===== src/rtl/fc_pkg.sv =====
// Shared definitions for the FC requantisation output stage.
// Optional ReLU fusion is selected with the FC_RELU_EN macro (see fc_requant_lane).
package fc_pkg;

    localparam int unsigned QZ_DEF     = 16;
    localparam int unsigned FRAC_DEF   = 8;
    localparam int unsigned HIDDEN_DEF = 512;

    // Lane geometry: accumulator lanes are twice the width of bias/output lanes
    localparam int unsigned LANES       = 4;
    localparam int unsigned ACC_LANE_MUL = 2;
    localparam int unsigned FIFO_DEPTH  = 2;

    typedef enum logic [1:0] {
        IDLE  = 2'd0,
        RUN   = 2'd1,
        DRAIN = 2'd2,
        DONE  = 2'd3
    } fc_state_t;

endpackage


===== src/rtl/fc_requant_lane.sv =====
// One lane of bias add, round-half-up, arithmetic shift and signed saturation.
// With FC_RELU_EN defined, negative saturated results are forced to zero.
module fc_requant_lane
    import fc_pkg::*;
#(
    parameter int unsigned QZ   = QZ_DEF,
    parameter int unsigned FRAC = FRAC_DEF
) (
    input  logic [2*QZ-1:0] acc,
    input  logic [QZ-1:0]   bias,
    output logic [QZ-1:0]   res
);

    // Two guard bits keep acc + (bias << FRAC) + half from overflowing
    localparam int unsigned SW = 2 * QZ + 2;
    localparam logic signed [SW-1:0] MAX_V = SW'((1 << (QZ - 1)) - 1);
    localparam logic signed [SW-1:0] MIN_V = ~MAX_V;
    localparam logic signed [SW-1:0] HALF  = SW'(1) << (FRAC - 1);

    logic signed [SW-1:0] acc_x;
    logic signed [SW-1:0] bias_x;
    logic signed [SW-1:0] sum;
    logic signed [SW-1:0] shr;
    logic        [QZ-1:0] sat;

    always_comb begin
        acc_x  = {{(SW - 2 * QZ){acc[2*QZ-1]}}, acc};
        bias_x = {{(SW - QZ){bias[QZ-1]}}, bias};
        sum    = acc_x + (bias_x <<< FRAC) + HALF;
        shr    = sum >>> FRAC;
        if (shr > MAX_V) begin
            sat = MAX_V[QZ-1:0];
        end else if (shr < MIN_V) begin
            sat = MIN_V[QZ-1:0];
        end else begin
            sat = shr[QZ-1:0];
        end
`ifdef FC_RELU_EN
        res = sat[QZ-1] ? '0 : sat;
`else
        res = sat;
`endif
    end

endmodule


===== src/rtl/fc_requant_out.sv =====
// Reads accumulator rows plus bias, requantises four lanes per row and streams rows out.
// ReLU fusion follows FC_RELU_EN (default build: signed saturated output).
module fc_requant_out
    import fc_pkg::*;
#(
    parameter int unsigned HIDDEN     = HIDDEN_DEF,
    parameter int unsigned QZ         = QZ_DEF,
    parameter int unsigned FRAC       = FRAC_DEF,
    parameter int unsigned ADDR_WIDTH = $clog2(HIDDEN * 4)
) (
    input  logic                        clk,
    input  logic                        rst_n,
    input  logic                        start,
    output logic [ADDR_WIDTH-1:0]       acc_rd_addr,
    output logic                        acc_rd_en,
    input  logic [ACC_LANE_MUL*LANES*QZ-1:0] acc_data,
    output logic [ADDR_WIDTH-1:0]       bias_rd_addr,
    input  logic [LANES*QZ-1:0]         bias_data,
    output logic [LANES*QZ-1:0]         out_data,
    output logic [ADDR_WIDTH-1:0]       out_row,
    output logic                        out_valid,
    input  logic                        out_ready,
    output logic                        busy,
    output logic                        new_cal,
    output logic                        done
);

    localparam int unsigned DW = LANES * QZ;
    localparam int unsigned AW = ACC_LANE_MUL * QZ;

    fc_state_t             state;
    logic [ADDR_WIDTH-1:0] rd_row;
    logic                  dv;
    logic [ADDR_WIDTH-1:0] dv_row;
    logic [DW-1:0]         res_bus;

    logic [DW-1:0]         fifo_data [FIFO_DEPTH];
    logic [ADDR_WIDTH-1:0] fifo_row  [FIFO_DEPTH];
    logic                  wr_ptr;
    logic                  rd_ptr;
    logic [1:0]            cnt;

    logic                  pop;
    logic                  out_free;
    logic                  fifo_rd;
    logic                  load_direct;
    logic                  fifo_wr;
    logic [1:0]            cnt_nxt;
    logic                  can_issue;

    for (genvar i = 0; i < LANES; i++) begin : g_lane
        fc_requant_lane #(
            .QZ   (QZ),
            .FRAC (FRAC)
        ) u_lane (
            .acc  (acc_data[AW*i +: AW]),
            .bias (bias_data[QZ*i +: QZ]),
            .res  (res_bus[QZ*i +: QZ])
        );
    end

    assign bias_rd_addr = acc_rd_addr;

    // Output register backed by a 2-entry FIFO; arriving rows bypass the FIFO when it is empty
    always_comb begin
        pop         = out_valid && out_ready;
        out_free    = !out_valid || pop;
        fifo_rd     = out_free && (cnt != 2'd0);
        load_direct = out_free && (cnt == 2'd0) && dv;
        fifo_wr     = dv && !load_direct;
        cnt_nxt     = cnt + 2'(fifo_wr) - 2'(fifo_rd);
        // A stalled output register never blocks: FIFO room covers every read in flight
        can_issue   = (3'(cnt_nxt) + 3'(acc_rd_en)) < 3'd2;
    end

    always_ff @(posedge clk) begin
        if (fifo_wr) begin
            fifo_data[wr_ptr] <= res_bus;
            fifo_row[wr_ptr]  <= dv_row;
        end
    end

    always_ff @(posedge clk or negedge rst_n) begin
        if (!rst_n) begin
            state       <= IDLE;
            rd_row      <= '0;
            acc_rd_en   <= 1'b0;
            acc_rd_addr <= '0;
            dv          <= 1'b0;
            dv_row      <= '0;
            wr_ptr      <= 1'b0;
            rd_ptr      <= 1'b0;
            cnt         <= 2'd0;
            out_valid   <= 1'b0;
            out_data    <= '0;
            out_row     <= '0;
            busy        <= 1'b0;
            new_cal     <= 1'b0;
            done        <= 1'b0;
        end else begin
            done    <= 1'b0;
            new_cal <= 1'b0;

            if (fifo_rd) begin
                out_data  <= fifo_data[rd_ptr];
                out_row   <= fifo_row[rd_ptr];
                out_valid <= 1'b1;
                rd_ptr    <= ~rd_ptr;
            end else if (load_direct) begin
                out_data  <= res_bus;
                out_row   <= dv_row;
                out_valid <= 1'b1;
            end else if (pop) begin
                out_valid <= 1'b0;
            end

            if (fifo_wr) begin
                wr_ptr <= ~wr_ptr;
            end
            cnt    <= cnt_nxt;
            dv     <= acc_rd_en;
            dv_row <= acc_rd_addr;

            case (state)
                IDLE: begin
                    acc_rd_en <= 1'b0;
                    if (start) begin
                        state       <= (HIDDEN == 1) ? DRAIN : RUN;
                        busy        <= 1'b1;
                        acc_rd_en   <= 1'b1;
                        acc_rd_addr <= '0;
                        rd_row      <= ADDR_WIDTH'(1);
                    end
                end
                RUN: begin
                    if (can_issue) begin
                        acc_rd_en   <= 1'b1;
                        acc_rd_addr <= rd_row;
                        rd_row      <= rd_row + ADDR_WIDTH'(1);
                        if (rd_row == ADDR_WIDTH'(HIDDEN - 1)) begin
                            state <= DRAIN;
                        end
                    end else begin
                        acc_rd_en <= 1'b0;
                    end
                end
                DRAIN: begin
                    acc_rd_en <= 1'b0;
                    if (pop && (out_row == ADDR_WIDTH'(HIDDEN - 1))) begin
                        state   <= DONE;
                        done    <= 1'b1;
                        new_cal <= 1'b1;
                    end
                end
                DONE: begin
                    acc_rd_en <= 1'b0;
                    state     <= IDLE;
                    busy      <= 1'b0;
                    rd_row    <= '0;
                end
                default: begin
                    state     <= IDLE;
                    acc_rd_en <= 1'b0;
                end
            endcase
        end
    end

endmodule

===== config.mk =====
export PLATFORM = sky130hd
export DESIGN_NAME = fc_requant_out
export DESIGN_NICKNAME = d
export VERILOG_FILES = /design/src/rtl/fc_pkg.sv /design/src/rtl/fc_requant_lane.sv /design/src/rtl/fc_requant_out.sv
export SDC_FILE = /design/constraint.sdc
export NUM_CORES = 1
export LEC_CHECK = 0
export CORE_MARGIN = 2
export CORE_UTILIZATION = 50
export CTS_BUF_LIST = sky130_fd_sc_hd__clkbuf_8
export CTS_CLUSTER_SIZE = 12
export DETAILED_ROUTE_END_ITERATION = 8
export GPL_TIMING_DRIVEN = 1
export PLACE_DENSITY = 0.79
export RECOVER_POWER = 100
export SYNTH_ARGS = -nofsm -noshare
export SYNTH_HDL_FRONTEND = slang
export SYNTH_SLANG_ARGS = --single-unit

===== constraint.sdc =====
create_clock -name clk -period 4.3 [get_ports clk]
set_input_delay 0.645 -clock clk [delete_from_list [all_inputs] [get_ports clk]]
set_output_delay 0.645 -clock clk [all_outputs]
set_load 0.01 [all_outputs]

# Word level (Yosys, flattened, before mapping)

Memories as Yosys holds them, arrays and structs flattened.
Index checks and enable logic that the tools add are counted.

Memories kept: 2
Flip-flop bits (word level): 119
Latch bits: 0
RAM bits: 150
Memory bits (read-only): 0
Output and inout port bits: 102

Equal/unequal tests: 9
Add/sub/neg operators: 12
$lt $le $gt $ge: 9
$mul: 0
Divide/modulo/power cells: 0
Bitwise gates (word level): 2
Shift operators: 0
Muxes and demuxes: 35
Reductions and logical operators: 22

Memory list:

| memory    | depth | width | rd ports | clocked after Yosys merged registers in | wr ports | line                 | text |
|---|---|---|---|---|---|---|---|
| fifo_data | 2     | 64    | 1        | 0                                       | 1        | fc_requant_out.sv:37 | `logic [DW-1:0] fifo_data [FIFO_DEPTH];` |
| fifo_row  | 2     | 11    | 1        | 0                                       | 1        | fc_requant_out.sv:38 | `logic [ADDR_WIDTH-1:0] fifo_row [FIFO_DEPTH];` |

Operators with widths:

| cell                                                                    | number |
|---|---|
| 33-bit by 9-bit adder with 34-bit output (second input constant)        | 4 |
| 32-bit by 24-bit adder with 33-bit output                               | 4 |
| 16-bit 2-to-1 mux                                                       | 8 |
| 64-bit 2-to-1 mux                                                       | 2 |
| 26-bit by 16-bit > comparator with 1-bit output (second input constant) | 4 |
| 26-bit by 16-bit < comparator with 1-bit output (second input constant) | 4 |
| 11-bit 2-to-1 mux                                                       | 6 |
| 11-bit case mux with 3 select lines                                     | 1 |
| 11-bit by 9-bit equality test with 1-bit output (second input constant) | 2 |
| 11-bit case mux with 2 select lines                                     | 1 |
| 11-bit by 1-bit adder with 11-bit output (second input constant)        | 1 |
| 1-bit 2-to-1 mux                                                        | 10 |
| 2-bit 2-to-1 mux                                                        | 4 |
| 2-bit inequality test (second input constant)                           | 4 |
| 2-bit case mux with 4 select lines                                      | 1 |
| 2-bit nonzero test                                                      | 4 |
| 1-bit logical AND                                                       | 6 |
| 3-bit AND reduction                                                     | 2 |
| 3-bit nonzero test                                                      | 2 |
| 2-bit equality test (second input constant)                             | 2 |
| 2-bit logical NOT                                                       | 2 |
| 4-bit AND reduction                                                     | 1 |
| 2-bit by 1-bit adder with 3-bit output                                  | 1 |
| 3-bit by 2-bit < comparator with 1-bit output (second input constant)   | 1 |
| other kinds (10)                                                        | 12 |

# Depth between registers and ports, before layout

Gate-level depths: netlist of the first run.

Word-level depth: 12
Gate-level depth with buffers: 16
Depth with buffers taken out: 15

# Cells and area by module

A second synthesis of the first run with hierarchy kept.

Cell total of the unflattened synthesis: 1710
Area total of the unflattened synthesis: 17035.1 sq um

Modules (own cells, without submodules):

| module                                 | cells an instance | sequential area each (sq um) | instances | area each (sq um) |
|---|---|---|---|---|
| fc_requant_out                         | 833               | 7482.2                       | 1         | 10782.8 |
| fc_requant_lane (g_lane[0].u_lane ...) | 217               | 0.0                          | 2         | 1537.7 |
| fc_requant_lane (g_lane[3].u_lane)     | 242               | 0.0                          | 1         | 1724.2 |
| fc_requant_lane (g_lane[1].u_lane)     | 201               | 0.0                          | 1         | 1452.6 |

# Worst setup path before layout of the first run

No wires, ideal clock.

Kind: input to register
From: input out_ready
To: memory fifo_data[0][0] (netlist bit) (enable)
Buffers on the path: 0
Arrival: 4.144 ns
Path slack: -0.352 ns
Stages on the path: 4
Cells stage by stage: nand2b_1 -> nand2_1 -> nand2_1 -> nor2_1

Word-level cells in the longest chain between the ends: 8

Ends and longest elaborated chain:

| item                                   | line                 | text |
|---|---|---|
| start: declaration                     | fc_requant_out.sv:22 | `input logic out_ready,` |
| 1-bit logical AND                      | fc_requant_out.sv:66 | `pop = out_valid && out_ready;` |
| 1-bit logical OR                       | fc_requant_out.sv:67 | `out_free = !out_valid \|\| pop;` |
| 1-bit logical AND (2 in series)        | fc_requant_out.sv:69 | `load_direct = out_free && (cnt == 2'd0) && dv;` |
| 1-bit logical NOT                      | fc_requant_out.sv:70 | `fifo_wr = dv && !load_direct;` |
| 1-bit logical AND                      | fc_requant_out.sv:70 |  |
| 1-bit 2-to-1 mux                       | fc_requant_out.sv:77 | `if (fifo_wr) begin` |
| 1-bit 2-to-1 mux (not written as such) | fc_requant_out.sv:78 | `fifo_data[wr_ptr] <= res_bus;` |
| end: declaration                       | fc_requant_out.sv:37 |  |

No other way between the ends.

# Final worst setup path of the first run

From: input acc_data[114]
To: memory fifo_data[0][50] (netlist bit), data pin

Word-level cells in the longest chain between the ends: 5

Ends and longest elaborated chain:

| item                                            | line                  | text |
|---|---|---|
| start: declaration                              | fc_requant_out.sv:16  | `input logic [ACC_LANE_MUL*LANES*QZ-1:0] acc_data,` |
| 32-bit by 24-bit adder with 33-bit output (*)   | fc_requant_lane.sv:29 | `sum = acc_x + (bias_x <<< FRAC) + HALF;` |
| 33-bit by 9-bit adder with 34-bit output (*)    | fc_requant_lane.sv:29 |  |
| 26-bit by 16-bit < comparator with 1-bit output | fc_requant_lane.sv:33 | `end else if (shr < MIN_V) begin` |
| 16-bit 2-to-1 mux                               | fc_requant_lane.sv:33 |  |
| 16-bit 2-to-1 mux (*)                           | fc_requant_lane.sv:31 | `if (shr > MAX_V) begin` |
| named net g_lane[3].u_lane.res[2]               | fc_requant_lane.sv:11 | `output logic [QZ-1:0] res` |

Mark *: on every way through the listed nets, which the timed path passes. The rest lies on a longest branch.

==> run_summary.xml, run 1 <==
<?xml version="1.0" encoding="UTF-8"?>
<metrics>
  <group name="run_status">
    <metric name="status" unit="">complete, but fails checks</metric>
    <metric name="violations" unit="">capacitance limit, slew limit</metric>
  </group>
  <group name="grt">
    <metric name="initial_antenna_violation_count" unit="">0</metric>
    <metric name="groute.layer.met3.usage" unit="%">3.64</metric>
    <metric name="globalRouteMet2Util" unit="%">45.2</metric>
    <metric name="grt_overflow" unit="">0</metric>
    <metric name="grt_pass1_wl" unit="mm">75.8</metric>
    <metric name="grt_util_met1" unit="%">35.1</metric>
    <metric name="groute.usage.overall" unit="%">26.2</metric>
    <metric name="grt_busiest_layer" unit="">met2</metric>
    <metric name="vias_in_the_first_global_route" unit="">15000</metric>
    <metric name="grt_start_max_net_pins" unit="">86</metric>
  </group>
  <group name="drt">
    <metric name="drc" unit="">0</metric>
    <metric name="drt_iter0_drc" unit="">1034</metric>
    <metric name="drt_pre_antenna_iters" unit="">5</metric>
    <metric name="detail-route-antenna-nets" unit="">0</metric>
    <metric name="vias" unit="">14800</metric>
    <metric name="postRouteWirelength" unit="mm">46.6</metric>
    <metric name="post_drt_wl_per_cell" unit="µm">18.5</metric>
    <metric name="ratio_of_routed_vias_to_standard_cells" unit="">5.89</metric>
  </group>
  <group name="worst_setup_path">
    <metric name="critical_path_class" unit="">input port to flip-flop</metric>
    <metric name="critical_path.startpoint_type" unit="">input port</metric>
    <metric name="crit_path_end_kind" unit="">flip-flop</metric>
    <metric name="timing.critical_path.slowest_cell_delay" unit="ns">0.84</metric>
    <metric name="critPathMaxFanout" unit="">15</metric>
    <metric name="cp.arrival" unit="ns">4.28</metric>
    <metric name="cp_cell_sequence" unit="">clkdlybuf4s50_1, ha_1, a21oi_1, o211ai_1, a211o_1, o311ai_1, o2bb2ai_1, clkbuf_1, a2111o_1, o211ai_1, nor2_1, nand2_1</metric>
    <metric name="crit_path_frequent_cell" unit="">sky130_fd_sc_hd__o211ai_1</metric>
    <metric name="cp_data_required_time" unit="ns">4.54</metric>
    <metric name="cpMaxStageDelayCell" unit="">sky130_fd_sc_hd__nor2_1</metric>
  </group>
  <group name="logic_synthesis">
    <metric name="post_synth_edffs" unit="">150</metric>
    <metric name="postSynthAreaPerCell" unit="µm²">9.93</metric>
    <metric name="syn-cell-area" unit="µm²">16800</metric>
    <metric name="yosys.cell_count.top_type" unit="">sky130_fd_sc_hd__a21oi_1</metric>
    <metric name="yosys.cell_types.count" unit="">80</metric>
    <metric name="synth_fp_nets" unit="">1990</metric>
    <metric name="post_synth_main_area_contributors" unit="">sky130_fd_sc_hd__edfxtp_1 27%, sky130_fd_sc_hd__dfrtp_1 18%, sky130_fd_sc_hd__ha_1 7.7%, sky130_fd_sc_hd__a21oi_1 5.2%, sky130_fd_sc_hd__nand2_1 3.5%</metric>
    <metric name="post_synthesis_async_set_or_reset_flop_share" unit="%">44.2</metric>
    <metric name="library_cell_with_the_largest_summed_area_after_synthesis" unit="">sky130_fd_sc_hd__edfxtp_1</metric>
    <metric name="yosysWarnings" unit="">0</metric>
    <metric name="post-synth-top-area-fraction" unit="%">26.9</metric>
    <metric name="synthCells" unit="">1687</metric>
    <metric name="postSynthRegisterBits" unit="">269</metric>
    <metric name="synth.top_cells.by_count" unit="">174 x sky130_fd_sc_hd__a21oi_1, 158 x sky130_fd_sc_hd__nand2_1, 150 x sky130_fd_sc_hd__edfxtp_1</metric>
    <metric name="yosys_most_used_dff" unit="">sky130_fd_sc_hd__edfxtp_1</metric>
    <metric name="sequential_cell_area_fraction_in_the_yosys_report" unit="%">44.6</metric>
  </group>
  <group name="hold_path">
    <metric name="hp-class" unit="">flip-flop to flip-flop</metric>
  </group>
  <group name="clocking">
    <metric name="post-cts-setup-buffers" unit="">0</metric>
    <metric name="cts_tree" unit="">yes</metric>
    <metric name="cts.reportedPaths.clkPinSlew" unit="ns">0.06</metric>
    <metric name="h_tree_depth" unit="">2</metric>
    <metric name="postCtsHoldBufs" unit="">0</metric>
    <metric name="cts.sink_count" unit="">269</metric>
    <metric name="ctsLongestPathBuffers" unit="">3</metric>
    <metric name="worst_skew_pair.late_latency" unit="ns">0.58</metric>
    <metric name="cts_root_buffer" unit="">sky130_fd_sc_hd__clkbuf_8</metric>
    <metric name="cts_buffers" unit="">45</metric>
    <metric name="post_cts_resized" unit="">0</metric>
  </group>
  <group name="pwr">
    <metric name="vdd_ir_drop_max" unit="mV">0.439</metric>
    <metric name="cellLeakagePower" unit="nW">8.61</metric>
    <metric name="fin_total_pwr" unit="mW">11.6</metric>
    <metric name="power_density" unit="nW/µm²">543</metric>
  </group>
  <group name="timing">
    <metric name="relSlewSlack" unit="%">-86.4</metric>
    <metric name="rsz0062_at_grt" unit="">no</metric>
    <metric name="timing.final.setup_violations" unit="">0</metric>
    <metric name="final_hold_viol_count" unit="">0</metric>
    <metric name="clock-skew-final" unit="ns">0.0450</metric>
    <metric name="min_period" unit="ns">4.03</metric>
    <metric name="fin_hold_ws" unit="ns">0.435</metric>
    <metric name="final_setup_margin" unit="ns">0.265</metric>
    <metric name="final-max-slew-violation-count" unit="">255</metric>
    <metric name="tightest_slew" unit="ns">2.80</metric>
    <metric name="setup-tns-final" unit="ns">0</metric>
    <metric name="max_clock_freq" unit="GHz">0.248</metric>
    <metric name="post-route-period-util" unit="%">93.8</metric>
  </group>
  <group name="cells_and_area">
    <metric name="syn2layout_area_growth" unit="%">27.8</metric>
    <metric name="finalCoreUtilization" unit="%">64.4</metric>
    <metric name="multiInputGateArea" unit="µm²">8760</metric>
    <metric name="nNetsFinal" unit="">2339</metric>
    <metric name="fin_area" unit="µm²">21400</metric>
    <metric name="drive_above_1_share" unit="%">11.8</metric>
    <metric name="n_fill_cell" unit="">2763</metric>
    <metric name="antennaDiodeCount" unit="">0</metric>
    <metric name="instances_no_fill" unit="">2521</metric>
    <metric name="final-seq-area" unit="µm²">7490</metric>
  </group>
  <group name="die">
    <metric name="die_x" unit="µm">187</metric>
    <metric name="chip_height" unit="µm">187</metric>
    <metric name="num_rows" unit="">67</metric>
    <metric name="die_area" unit="µm²">35000</metric>
    <metric name="pin_count" unit="">298</metric>
    <metric name="start_util" unit="%">50.4</metric>
    <metric name="placeableCoreArea" unit="µm²">33300</metric>
  </group>
  <group name="placed_design">
    <metric name="final_gp_congestion" unit="">0.948</metric>
    <metric name="number_of_cells_in_the_design_after_placement" unit="">2437</metric>
    <metric name="detailedPlacementHpwl" unit="mm">34.8</metric>
    <metric name="place_ws" unit="ns">-0.204</metric>
    <metric name="buffer_ports.inserted" unit="">269</metric>
    <metric name="instance_area_after_placement" unit="µm²">20600</metric>
  </group>
  <group name="flow_run">
    <metric name="maxCapViolations" unit="">5</metric>
  </group>
</metrics>
-- logic make-up after synthesis --
logic type / synth area share (%)
fa+ha+maj: 8.17
compound gates: 21.5
flops: 44.6
buf+inv: 3.14
mux: 5.31
simple gates: 13.3
xor+xnor: 3.92
-- placed cells by master (no fill, tap or decap), drive strengths merged, types with 16 or more instances in the layout --
cell type      Yosys  routed
a21oi            174     174
clkdlybuf4s50      0     163
nand2            158     158
edfxtp           150     150
dfrtp            119     119
nor2             108     108
dlygate4sd3        0     105
o21ai            105     105
buf               25     104
ha               103     103
clkbuf            61      70
nand3             58      58
inv               37      57
mux2              47      47
o22ai             47      47
xnor2             45      45
a21o              42      42
mux2i             36      36
xor2              30      30
nand4             25      25
nor3              22      22
o211ai            19      19
o311ai            18      18
a211oi            17      17
a22o              16      16
-- worst max-delay path: cells and delay by family --
kind,cells,cell delay (ns)
compound gates,7,1.59
simple gates,2,1.05
buf+inv,2,0.63
fa+ha+maj,1,0.35
-- flip-flops by register name (all words and copies together) (netlist names) --
| signal | cells |
|---|---|
| fifo_data | 128 |
| out_data | 64 |
| fifo_row | 22 |
| cnt | 2 |
| rd_ptr | 1 |
| state | 2 |
| acc_rd_en | 1 |
| wr_ptr | 1 |
| out_valid | 1 |
| dv_row | 11 |
| busy | 1 |
| out_row | 11 |
| acc_rd_addr | 11 |
| done | 1 |
| dv | 1 |
| rd_row | 11 |
-- final cells by class --
cell class                      instances  share of cell area, %
Clock buffer                           54                   3.47
Clock inverter                         30                  0.765
Inverter                               37                  0.648
Multi-Input combinational cell       1295                   40.9
Sequential cell                       269                   34.9
Tap cell                              448                   2.62
Timing Repair Buffer                  388                   16.7
-- final timing paths --
path | startpoint | slack [ns] | to | cells past startpoint
setup / recovery | acc_data[114] | 0.27 | fifo_data[0][50]$_DFFE_PP_ | 12
hold / removal | acc_rd_addr[4]$_DFFE_PN0P_ | 0.44 | dv_row[4]$_DFF_PN0_ | 0
setup reg to reg | out_valid$_DFFE_PN0P_ | 0.61 | out_data[59]$_DFFE_PN0P_ | 7
hold reg to reg | acc_rd_addr[4]$_DFFE_PN0P_ | 0.44 | dv_row[4]$_DFF_PN0_ | 0
max in group asynchronous | rst_n | 1.08 | out_data[55]$_DFFE_PN0P_ | 2
min in group asynchronous | rst_n | 0.96 | rd_row[9]$_DFFE_PN0P_ | 1
-- routing by layer --
layer  up-vias  wire length, µm
met1      7178            20700
met2       504            22400
met5         -                0
li1       7105                -
met4         0              758
met3        61             2750
-- where the power goes --
group,total [mW],internal [mW],switching [mW]
registers,4.46,3.82,0.647
logic,4.95,2.23,2.72
clock network,2.22,1.16,1.05
total,11.6,7.21,4.42
Note: power is estimated with default switching activity, not from simulation.
==> inputs of run 2 (changes only) <==
--- a/config.mk
+++ b/config.mk
@@ -13,6 +13,7 @@
 export GPL_TIMING_DRIVEN = 1
 export PLACE_DENSITY = 0.79
 export RECOVER_POWER = 100
+export SLEW_MARGIN = 20
 export SYNTH_ARGS = -nofsm -noshare
 export SYNTH_HDL_FRONTEND = slang
 export SYNTH_SLANG_ARGS = --single-unit
==> results of run 2 <==
The final DEF is identical to that of run 1; final timing and power are the same.
